--- src/rtl/alu_pkg.sv ---
// Shared opcode encodings and helpers for the accumulator stage.
package alu_pkg;

  localparam logic [1:0] OP_ADD  = 2'b00;
  localparam logic [1:0] OP_SUB  = 2'b01;
  localparam logic [1:0] OP_XOR  = 2'b10;
  localparam logic [1:0] OP_XNOR = 2'b11;

  typedef enum logic {
    ST_EMPTY = 1'b0,
    ST_FULL  = 1'b1
  } stage_state_e;

  // Add and sub use the carry chain; xor/xnor do not.
  function automatic logic op_is_arith(input logic [1:0] op);
    return (op == OP_ADD) || (op == OP_SUB);
  endfunction

endpackage

--- src/rtl/four_bit_alu.sv ---
// Combinational 4-bit ALU slice.
// M inverts B; Cen enables the carry chain (arithmetic) with M as carry-in.
// With Cen=0 the slice produces A^B (M=0) or A xnor B (M=1) and Cout=0.
module four_bit_alu (
  input  logic [3:0] A,
  input  logic [3:0] B,
  input  logic       M,
  input  logic       Cen,
  output logic [3:0] S,
  output logic       Cout
);

  logic [3:0] bx;

  // Operand conditioning and sum / logic result.
  always_comb begin
    bx   = M ? ~B : B;
    S    = A ^ bx;
    Cout = 1'b0;
    if (Cen) begin
      {Cout, S} = {1'b0, A} + {1'b0, bx} + {4'b0000, M};
    end
  end

endmodule

--- src/rtl/alu_acc_stage.sv ---
// Accumulator stage around one four_bit_alu slice, with a one-deep result
// register presented over a valid/ready handshake.
module alu_acc_stage
  import alu_pkg::*;
#(
  parameter logic [3:0] ACC_INIT = 4'h0,
  parameter int         SEQ_W    = 4
) (
  input  logic             clk,
  input  logic             rst_n,
  input  logic             cmd_valid,
  output logic             cmd_ready,
  input  logic             cmd_load,
  input  logic [1:0]       cmd_op,
  input  logic [3:0]       cmd_operand,
  output logic             res_valid,
  input  logic             res_ready,
  output logic [3:0]       res_acc,
  output logic             res_c,
  output logic             res_z,
  output logic             res_v,
  output logic [SEQ_W-1:0] res_seq
);

  stage_state_e     state_q, state_d;
  logic [3:0]       acc_q, acc_d;
  logic             c_q, c_d;
  logic             z_q, z_d;
  logic             v_q, v_d;
  logic [SEQ_W-1:0] seq_q, seq_d;

  logic [3:0]       alu_s;
  logic             alu_cout;
  logic             accept;
  logic             arith;

  four_bit_alu u_alu (
    .A    (acc_q),
    .B    (cmd_operand),
    .M    (cmd_op[0]),
    .Cen  (~cmd_op[1]),
    .S    (alu_s),
    .Cout (alu_cout)
  );

  assign res_valid = (state_q == ST_FULL);
  assign cmd_ready = rst_n & (~res_valid | res_ready);
  assign accept    = cmd_valid & cmd_ready;
  assign arith     = op_is_arith(cmd_op) & ~cmd_load;

  // Handshake FSM: a result is held until consumed, or replaced by a new accept.
  always_comb begin
    state_d = state_q;
    case (state_q)
      ST_EMPTY: if (accept) state_d = ST_FULL;
      ST_FULL:  if (res_ready && !accept) state_d = ST_EMPTY;
      default:  state_d = ST_EMPTY;
    endcase
  end

  // Next accumulator, flags and sequence number for the command being offered.
  always_comb begin
    acc_d = cmd_load ? cmd_operand : alu_s;
    z_d   = (acc_d == 4'h0);
    c_d   = arith & alu_cout;
    v_d   = 1'b0;
    if (arith) begin
      if (cmd_op == OP_SUB) v_d = (acc_q[3] != cmd_operand[3]) & (alu_s[3] != acc_q[3]);
      else                  v_d = (acc_q[3] == cmd_operand[3]) & (alu_s[3] != acc_q[3]);
    end
    seq_d = seq_q + SEQ_W'(1);
  end

  // State and result registers; results update only on an accepting edge.
  always_ff @(posedge clk) begin
    if (!rst_n) begin
      state_q <= ST_EMPTY;
      acc_q   <= ACC_INIT;
      c_q     <= 1'b0;
      z_q     <= 1'b0;
      v_q     <= 1'b0;
      seq_q   <= '0;
    end else begin
      state_q <= state_d;
      if (accept) begin
        acc_q <= acc_d;
        c_q   <= c_d;
        z_q   <= z_d;
        v_q   <= v_d;
        seq_q <= seq_d;
      end
    end
  end

  assign res_acc = acc_q;
  assign res_c   = c_q;
  assign res_z   = z_q;
  assign res_v   = v_q;
  assign res_seq = seq_q;

endmodule

--- config.mk ---
export PLATFORM = sky130hd
export DESIGN_NAME = alu_acc_stage
export DESIGN_NICKNAME = d
export VERILOG_FILES = /design/src/rtl/alu_pkg.sv /design/src/rtl/four_bit_alu.sv /design/src/rtl/alu_acc_stage.sv
export SDC_FILE = /design/constraint.sdc
export NUM_CORES = 1
export LEC_CHECK = 0
export CORE_MARGIN = 4
export CORE_UTILIZATION = 30
export CTS_BUF_LIST = sky130_fd_sc_hd__clkbuf_8
export CTS_CLUSTER_DIAMETER = 200
export CTS_CLUSTER_SIZE = 12
export DETAILED_ROUTE_END_ITERATION = 10
export HOLD_SLACK_MARGIN = 0.08
export SYNTH_ARGS = -nofsm -noshare
export SYNTH_HDL_FRONTEND = slang
export SYNTH_HIERARCHICAL = 1
export SYNTH_SLANG_ARGS = --single-unit
--- constraint.sdc ---
create_clock -name clk -period 2.05 [get_ports clk]
set_input_delay 0.41 -clock clk [delete_from_list [all_inputs] [get_ports clk]]
set_output_delay 0.41 -clock clk [all_outputs]
set_load 0.05 [all_outputs]
Word level (Yosys, flattened, before mapping):

Index checks and enable logic that the tools add are counted.

* add/subtract/negate cells: 3
* equal/unequal tests: 4
* muxes and demuxes: 9
* bitwise gates (word level): 11
* reductions and logical operators: 5

Operator list (number)
* 4-bit 2-to-1 mux: 3
* 1-bit AND: 6
* 4-bit by 4-bit adder with 5-bit output: 1
* 5-bit by 1-bit adder with 5-bit output: 1
* 1-bit 2-to-1 mux: 5
* 4-bit by 1-bit adder with 4-bit output (second input constant): 1
* 4-bit logical NOT: 1
* 4-bit inverter: 1
* 4-bit XOR: 1
* 2-bit by 1-bit equality test with 1-bit output (second input constant): 1
* 2-bit logical NOT: 1
* 1-bit != test: 2
* 1-bit inverter: 2
* 1-bit one-hot mux with 2 select lines: 1
* 1-bit equality test: 1
* 1-bit logical AND: 1
* 1-bit logical NOT: 1
* 1-bit logical OR: 1
* 1-bit OR: 1

* bits in registers: 12
* input port bits: 11
* logic and storage cells: 38

Depth between registers and ports, before layout:

Gate-level depths: netlist of run 1.

* depth after elaboration: 9
* mapped depth: 8

Cells and area by module:

The synthesis of run 1 kept the hierarchy.

By module, submodules not included
* alu_acc_stage: times used 1, cells an instance 69, area each 604.3 µm², seq. area each 240.2 µm²
* four_bit_alu: times used 1, cells an instance 22, area each 220.2 µm², seq. area each 0.0 µm²

Worst setup path before layout of run 1:

Ideal clock, no wire load.

* kind: register -> register
* start: register acc_q[0], in the netlist res_acc[0]
* end: register z_q, in the netlist res_z
* arrival: 2.016 ns
* data required time: 1.962 ns
* path slack: -0.054 ns
* cell stages (with the launch flop): 7
* buffers on the path: 0
* period minus slack after synthesis: 2.104 ns
* path through: dfxtp_1 mux2_4 fa_1 mux2_2 nor3_1 nand2_1 a311oi_2

* longest elaborated chain between the ends: 5

Ends and longest elaborated chain
* start, declared: RTL line alu_acc_stage.sv:26 `logic [3:0] acc_q, acc_d;`
* start signal, assigned: RTL line alu_acc_stage.sv:78 `acc_q <= ACC_INIT;`
* start signal, assigned: RTL line alu_acc_stage.sv:86 `acc_q <= acc_d;`
* 4-bit by 4-bit adder with 5-bit output: RTL line four_bit_alu.sv:21 `{Cout, S} = {1'b0, A} + {1'b0, bx} + {4'b0000, M};`
* 5-bit by 1-bit adder with 5-bit output: RTL line four_bit_alu.sv:21
* 4-bit 2-to-1 mux: RTL line four_bit_alu.sv:20 `if (Cen) begin`
* net alu_s[1]: RTL line alu_acc_stage.sv:32 `logic [3:0] alu_s;`
* 4-bit 2-to-1 mux: RTL line alu_acc_stage.sv:63 `acc_d = cmd_load ? cmd_operand : alu_s;`
* 4-bit logical NOT: RTL line alu_acc_stage.sv:64 `z_d = (acc_d == 4'h0);`
* end signal, assigned: RTL line alu_acc_stage.sv:88 `z_q <= z_d;`
* end, declared: RTL line alu_acc_stage.sv:28 `logic z_q, z_d;`

The timed path passes the listed nets, and every way through them passes these cells.
A chain may end at the register's enable or synchronous reset.

Final worst setup path of run 1:

* start: input port cmd_operand[0]
* end: register z_q, in the netlist res_z

* longest elaborated chain between the ends: 7

Ends and longest elaborated chain
* start, declared: RTL line alu_acc_stage.sv:15 `input logic [3:0] cmd_operand,`
* 4-bit inverter: RTL line four_bit_alu.sv:17 `bx = M ? ~B : B;`
* 4-bit 2-to-1 mux *: RTL line four_bit_alu.sv:17
* 4-bit by 4-bit adder with 5-bit output *: RTL line four_bit_alu.sv:21
* 5-bit by 1-bit adder with 5-bit output *: RTL line four_bit_alu.sv:21
* 4-bit 2-to-1 mux *: RTL line four_bit_alu.sv:20
* net alu_s[1]: RTL line alu_acc_stage.sv:32
* 4-bit 2-to-1 mux *: RTL line alu_acc_stage.sv:63
* 4-bit logical NOT *: RTL line alu_acc_stage.sv:64

The timed path passes the listed nets; every way through them passes the cells marked *.

==> flow_summary.ini, run 1 <==
[run_status]
outcome = completed

[finish]
nets = 148
area_growth_pct = 53.57
antennaDiodeCount = 0
seqCellArea_um2 = 241.5
n_fill_cell = 271
drive_above_1_share_pct = 26.15
multi_input_area_um2 = 586.8

[sta]
hold_violations = 0
clock.fmax_ghz = 0.5034
setup_viol = 0
finalWorstSetupSlack_ns = 0.06367
timing.final.crit_share_pct = 96.89
setup_tns_ns = 0
slew_violations = 0
rsz0062_at_grt = no
clock-skew-final_ns = 0.001719
max_slew_margin_pct = 66.70
fin_crit_ns = 1.986
tightest_slew_ns = 0.4980

[die]
die_w_um = 60.43
die_area_um2 = 3651
start_util_pct = 32.40
ios = 24
die_h_um = 60.43
num_rows = 18
coreArea_um2 = 2545

[clocking]
cts.reportedPaths.clkPinSlew_ns = 0.05
cts_tree = built
worstSkewPairLatency_ns = 0.24
cts_made_buffers = 3
cts_htree_levels = 1
clockBufferDepth = 2
root_buffer = clkbuf_8
clock_sinks = 12
cts_hold_buffers = 0

[route]
drt-pass1-iter-count = 4
final_antenna_net_count = 0
viasPerCell = 4.700
totalWireLength_mm = 1.989
first_iter_violations = 6
routedWlPerCell_um = 12.43
drcViolationCount = 0
vias = 752

[setup_path]
r2r_setup_slack_ns = 0.20
timing_worst_setup_path_type = in -> reg
worst_r2r_path_depth = 6
cp.required_ns = 2.20
r2r_end = res_z
start_kind = input pin
worstReg2RegStart = res_acc[0]
startpoint = cmd_operand[0]
crit_path_end_kind = flop
cp_max_fo = 2
arrival_ns = 2.14

[global_route]
grt_max_degree = 10
antenna_found_initial = 0
grt_pass1_wl_mm = 3.312
grtUsageTotal_pct = 12.11
grt_pass1_vias = 760
grt_overflow = 0

[yosys]
synth_area_um2 = 824.5
synthCells = 91
ys_warn_count = 6
synth-seq-cells = 12
seq_area_frac_synth_pct = 29.14
avgSynthCellArea_um2 = 9.061
synth.net_count = 108
ys_types = 31

[hold_path]
holdPathEnd = res_seq[3]
min-delay-path-class = reg -> reg
hold_start = res_seq[3]
whs_path_depth = 1

[placed_design]
finalWeightedCongestion = 0.8539
hpwl_mm = 1.607
preCtsSetupSlack_ns = -0.6285
io_buffers = 23

[pwr]
power_leakage_nw = 0.5516
power_w = 0.0008875
power_per_cell_area_nw_per_um2 = 700.9
vdd_ir_drop_max_mv = 0.5145

[flow_run]
drv_cap = 0
==> what timing repair did <==
item,in CTS,in global routing
gates cloned,0,0
endpoints found under the hold margin,0,0
resized for setup,9,4
pin swaps,5,8
endpoints found under the setup margin,4,3
setup buffers,2,0
==> worst max path at each step <==
| stage | slack, ns | cells past startpoint | end |
|---|---|---|---|
| detailed placement | -0.63 | 7 | res_z |
| finish | 0.06 | 7 | res_z |
| floorplan | 0.04 | 7 | res_v |
| global placement | -0.54 | 7 | res_z |
| global route | 0.003 | 9 | res_acc[3] |
| CTS | 0.002 | 7 | res_z |
==> power by group <==
part	total (W)	leakage (nW)	internal [W]	switching [W]
combinational	0.000365	0.424	0.000175	0.000189
sequential	0.000269	0.0986	0.000251	0.0000182
clock	0.000254	0.0288	0.000169	0.0000842
total	0.000888	0.552	0.000596	0.000292
==> routing by layer <==
layer  track usage, %  up-vias  part of all wire, %
li1                 -      394                    -
met1            15.19      346                   46
met2            20.06       10                   50
met3            3.617        2                  3.5
met4            3.715        0                 0.65
met5                0        -                    0
==> kinds of logic after synthesis <==
| kind of cell | synth area share [%] |
|---|---|
| DFF | 29.14 |
| adders and majority gates | 10.02 |
| AOI/OAI and AO/OA | 11.08 |
| buffers and inverters | 3.338 |
| muxes | 16.54 |
| and+or+nand+nor | 21.40 |
| xor gates and xnor gates | 8.498 |
==> cell usage after synthesis <==
library cell  instances  area [um2]
a21o_1                1       7.510
a21o_4                1       15.01
a21oi_1               4       20.02
a22oi_2               1       12.51
a311oi_2              1       15.01
and2_1                1       6.260
and3_1                1       6.260
buf_2                 1       5.000
buf_6                 1       11.26
clkbuf_1              1       3.750
dfxtp_1              12       240.2
fa_1                  1       20.02
ha_1                  5       62.56
inv_1                 2       7.510
mux2_2                1       11.26
mux2_4                1       15.01
mux2i_1              11       110.1
nand2_1              11       41.29
nand2b_1              2       12.51
nand3_1               4       20.02
nand4_1               1       6.260
nor2_1                5       18.77
nor2_2                1       6.260
nor2b_1               5       31.28
nor3_1                2       10.01
o21ai_0               3       15.01
o22ai_1               1       6.260
or3_1                 1       6.260
or4_4                 1       11.26
xnor2_1               5       43.79
xor2_1                3       26.28
==> per-stage QoR <==
step,utilization (%),cell area (um2),cells,hold slack (ns)
global route,49.75,1266,160,0.4878
detailed placement,46.31,1179,154,0.4630
floorplan,-,825.8,91,0.5307
global placement,46.31,1179,154,0.4525
CTS,49.85,1269,160,0.4724
finish,49.75,1266,160,0.4635
==> flip-flops by register name, indices dropped and copies added (netlist names) <==
register and flops:
res_valid 1, res_v 1, res_acc 4, res_z 1
res_seq 4, res_c 1
==> worst max-delay path: stages <==
cell and delay [ns]:
dlygate4sd2_1 0.25, mux2_4 0.32, fa_1 0.45, mux2_4 0.29
nor3_4 0.11, nand2_1 0.08, a311oi_2 0.23
==> placed cells by master, fill, tap and decap left out, types with 2 or more instances in the layout <==
| master | synthesis | final |
|---|---|---|
| a21oi_1 | 4 | 4 |
| buf_4 | 0 | 16 |
| clkbuf_2 | 0 | 2 |
| clkbuf_8 | 0 | 4 |
| clkdlybuf4s50_1 | 0 | 17 |
| dfxtp_1 | 12 | 11 |
| dlygate4sd2_1 | 0 | 2 |
| ha_1 | 5 | 5 |
| inv_1 | 2 | 2 |
| mux2_4 | 1 | 2 |
| mux2i_1 | 11 | 11 |
| nand2_1 | 11 | 11 |
| nand2b_1 | 2 | 2 |
| nand3_1 | 4 | 4 |
| nor2_1 | 5 | 5 |
| nor2b_1 | 5 | 5 |
| o21ai_0 | 3 | 3 |
| xnor2_1 | 5 | 4 |
| xor2_1 | 3 | 2 |
==> area by class of cell <==
type                    instances  area share (%)
clock buffers                   4           4.348
inverters                       2          0.5929
multi-input cells              74           46.34
flip-flops and latches         12           19.07
well taps                      30           2.964
repair buffers                 38           26.68
(Power assumes the default switching activity.)
==> run 2: changes to the inputs <==
- PLACE_DENSITY: not set -> 0.64
==> run 2 against run 1 <==
  * Total power is 1.4% lower
  * Flip-flop and latch count did not move
  * Design area shrank 0.89%
  * Combinational power down 5%
  * Critical path type unchanged
  * Highest routed layer is now met3
==> flow_summary.ini, run 2 (synthesis gave the netlist of run 1 again) <==
[setup_path]
critPathTopFamily = multiplexers
cpPeakStageDelay_ns = 0.42
crit_cells = 7
crit_buf_inv = 1
slowest_stage = fa_1
crit_path_end_kind = flop
cp_max_fo = 2
arrival_ns = 2.14
cp.required_ns = 2.21
crit_chain = dlygate4sd2_1, mux2_4, fa_1, mux2_2, nor3_2, nand2_1, a311oi_2
worst_r2r_path_depth = 6
timing_worst_setup_path_type = in -> reg
start_kind = input pin

[finish]
area_growth_pct = 52.20
nets = 147
drive_above_1_share_pct = 24.81
final_cell_mix = clkdlybuf4s50_1 (17), buf_4 (15), nand2_1 (11), mux2i_1 (11), dfxtp_1 (11)
finish.utilization_pct = 49.31
final_area_um2 = 1255
mostFrequentLayoutCell = clkdlybuf4s50_1
antennaDiodeCount = 0

[clocking]
cts_tree = built
worstSkewPairLatency_ns = 0.24
clock_sinks = 12
root_buffer = clkbuf_8
cts_htree_levels = 1
cts_made_buffers = 3
clockBufferDepth = 2
cts_hold_buffers = 0
cts.reportedPaths.clkPinSlew_ns = 0.05

[sta]
max_slew_margin_pct = 65.79
timing.final.crit_share_pct = 96.70
tightest_slew_ns = 0.5116
fin_crit_ns = 1.982
setup_viol = 0
clock.fmax_ghz = 0.5044
clock-skew-final_ns = 0.0005064
slew_violations = 0
hold_violations = 0
setup_tns_ns = 0
rsz0062_at_grt = no

[flow_run]
drv_cap = 0

[placed_design]
finalWeightedCongestion = 0.8040
io_buffers = 23
hpwl_mm = 1.649
placedInstanceArea_um2 = 1179

[global_route]
grt_max_degree = 10
grt_overflow = 0
grt_pass1_vias = 756
antenna_found_initial = 0
grtUsageTotal_pct = 12.41
grt_pass1_wl_mm = 3.346

[route]
drt-pass1-iter-count = 4
totalWireLength_mm = 2.021
first_iter_violations = 12
final_antenna_net_count = 0
drcViolationCount = 0
routedWlPerCell_um = 12.71
vias = 752
viasPerCell = 4.730

[die]
ios = 24
coreArea_um2 = 2545
die_area_um2 = 3651
die_w_um = 60.43
die_h_um = 60.43
num_rows = 18
start_util_pct = 32.40

[pwr]
power_per_cell_area_nw_per_um2 = 697.6
power_leakage_nw = 0.5398
vdd_ir_drop_max_mv = 0.5350

[hold_path]
min-delay-path-class = reg -> reg
whs_path_depth = 2

[run_status]
outcome = completed
[run 2: changes by cell type in the layout (fill, tap and decap cells not counted), sizes merged]
| cell | previous run | this run |
|---|---|---|
| clkbuf | 6 | 5 |
| dlygate4sd2 | 2 | 1 |
| clkdlybuf4s15 | 0 | 2 |
| buf | 17 | 16 |
[run 2: path summary, 6_finish.rpt]
path | from | endpoint | slack, ns
setup reg to reg | res_acc[0] | res_z | 0.20
hold reg to reg | res_v | res_v | 0.47
setup / recovery | cmd_operand[0] | res_z | 0.07
hold / removal | res_v | res_v | 0.47
[run 2: through the flow]
stage / total power [W] / worst slack [ns] / instances / hold WS, ns
floorplan: 0.0004814 / 0.03535 / 91 / 0.5307
global placement: 0.0005964 / -0.5385 / 154 / 0.4484
detailed placement: 0.0006026 / -0.6008 / 154 / 0.4648
CTS: 0.0008835 / 0.005264 / 159 / 0.4700
global route: 0.0009252 / 0.006425 / 159 / 0.5072
finish: 0.0008755 / 0.06761 / 159 / 0.4720
[run 2: what timing repair did]
item	CTS	global route
setup buffers	1	0
setup endpoints to repair	4	3
resized for setup	8	3
pin swaps	3	5
[run 2: worst min-delay path, delay by kind of cell (launching register included)]
family | cells | cell delay (ns)
AOI/OAI and AO/OA | 1 | 0.07
DFF | 1 | 0.30
and+or+nand+nor | 1 | 0.05
[run 2: final cells by class]
| class | instances | area [um2] |
|---|---|---|
| Clock buffer | 4 | 55.05 |
| Multi-Input combinational cell | 74 | 576.8 |
| Fill cell | 252 | 1290 |
| Timing Repair Buffer | 37 | 336.6 |
| Tap cell | 30 | 37.54 |
| Sequential cell | 12 | 241.5 |
| Inverter | 2 | 7.507 |
[run 2: layer usage]
metal | share of wire (%) | vias to the layer above | GRT usage (%) | wire [um]
met5 | 0 | - | 0 | 0
met4 | 0 | 0 | 3.406 | 0
met3 | 3.7 | 0 | 4.894 | 74
met2 | 49 | 14 | 18.98 | 989
met1 | 47 | 345 | 16.32 | 957
li1 | - | 393 | - | -
[run 2: report_power, final]
group	leakage, nW	internal (W)	switching [W]
clock	0.0288	0.000170	0.0000883
combinational	0.412	0.000164	0.000183
sequential	0.0986	0.000251	0.0000193
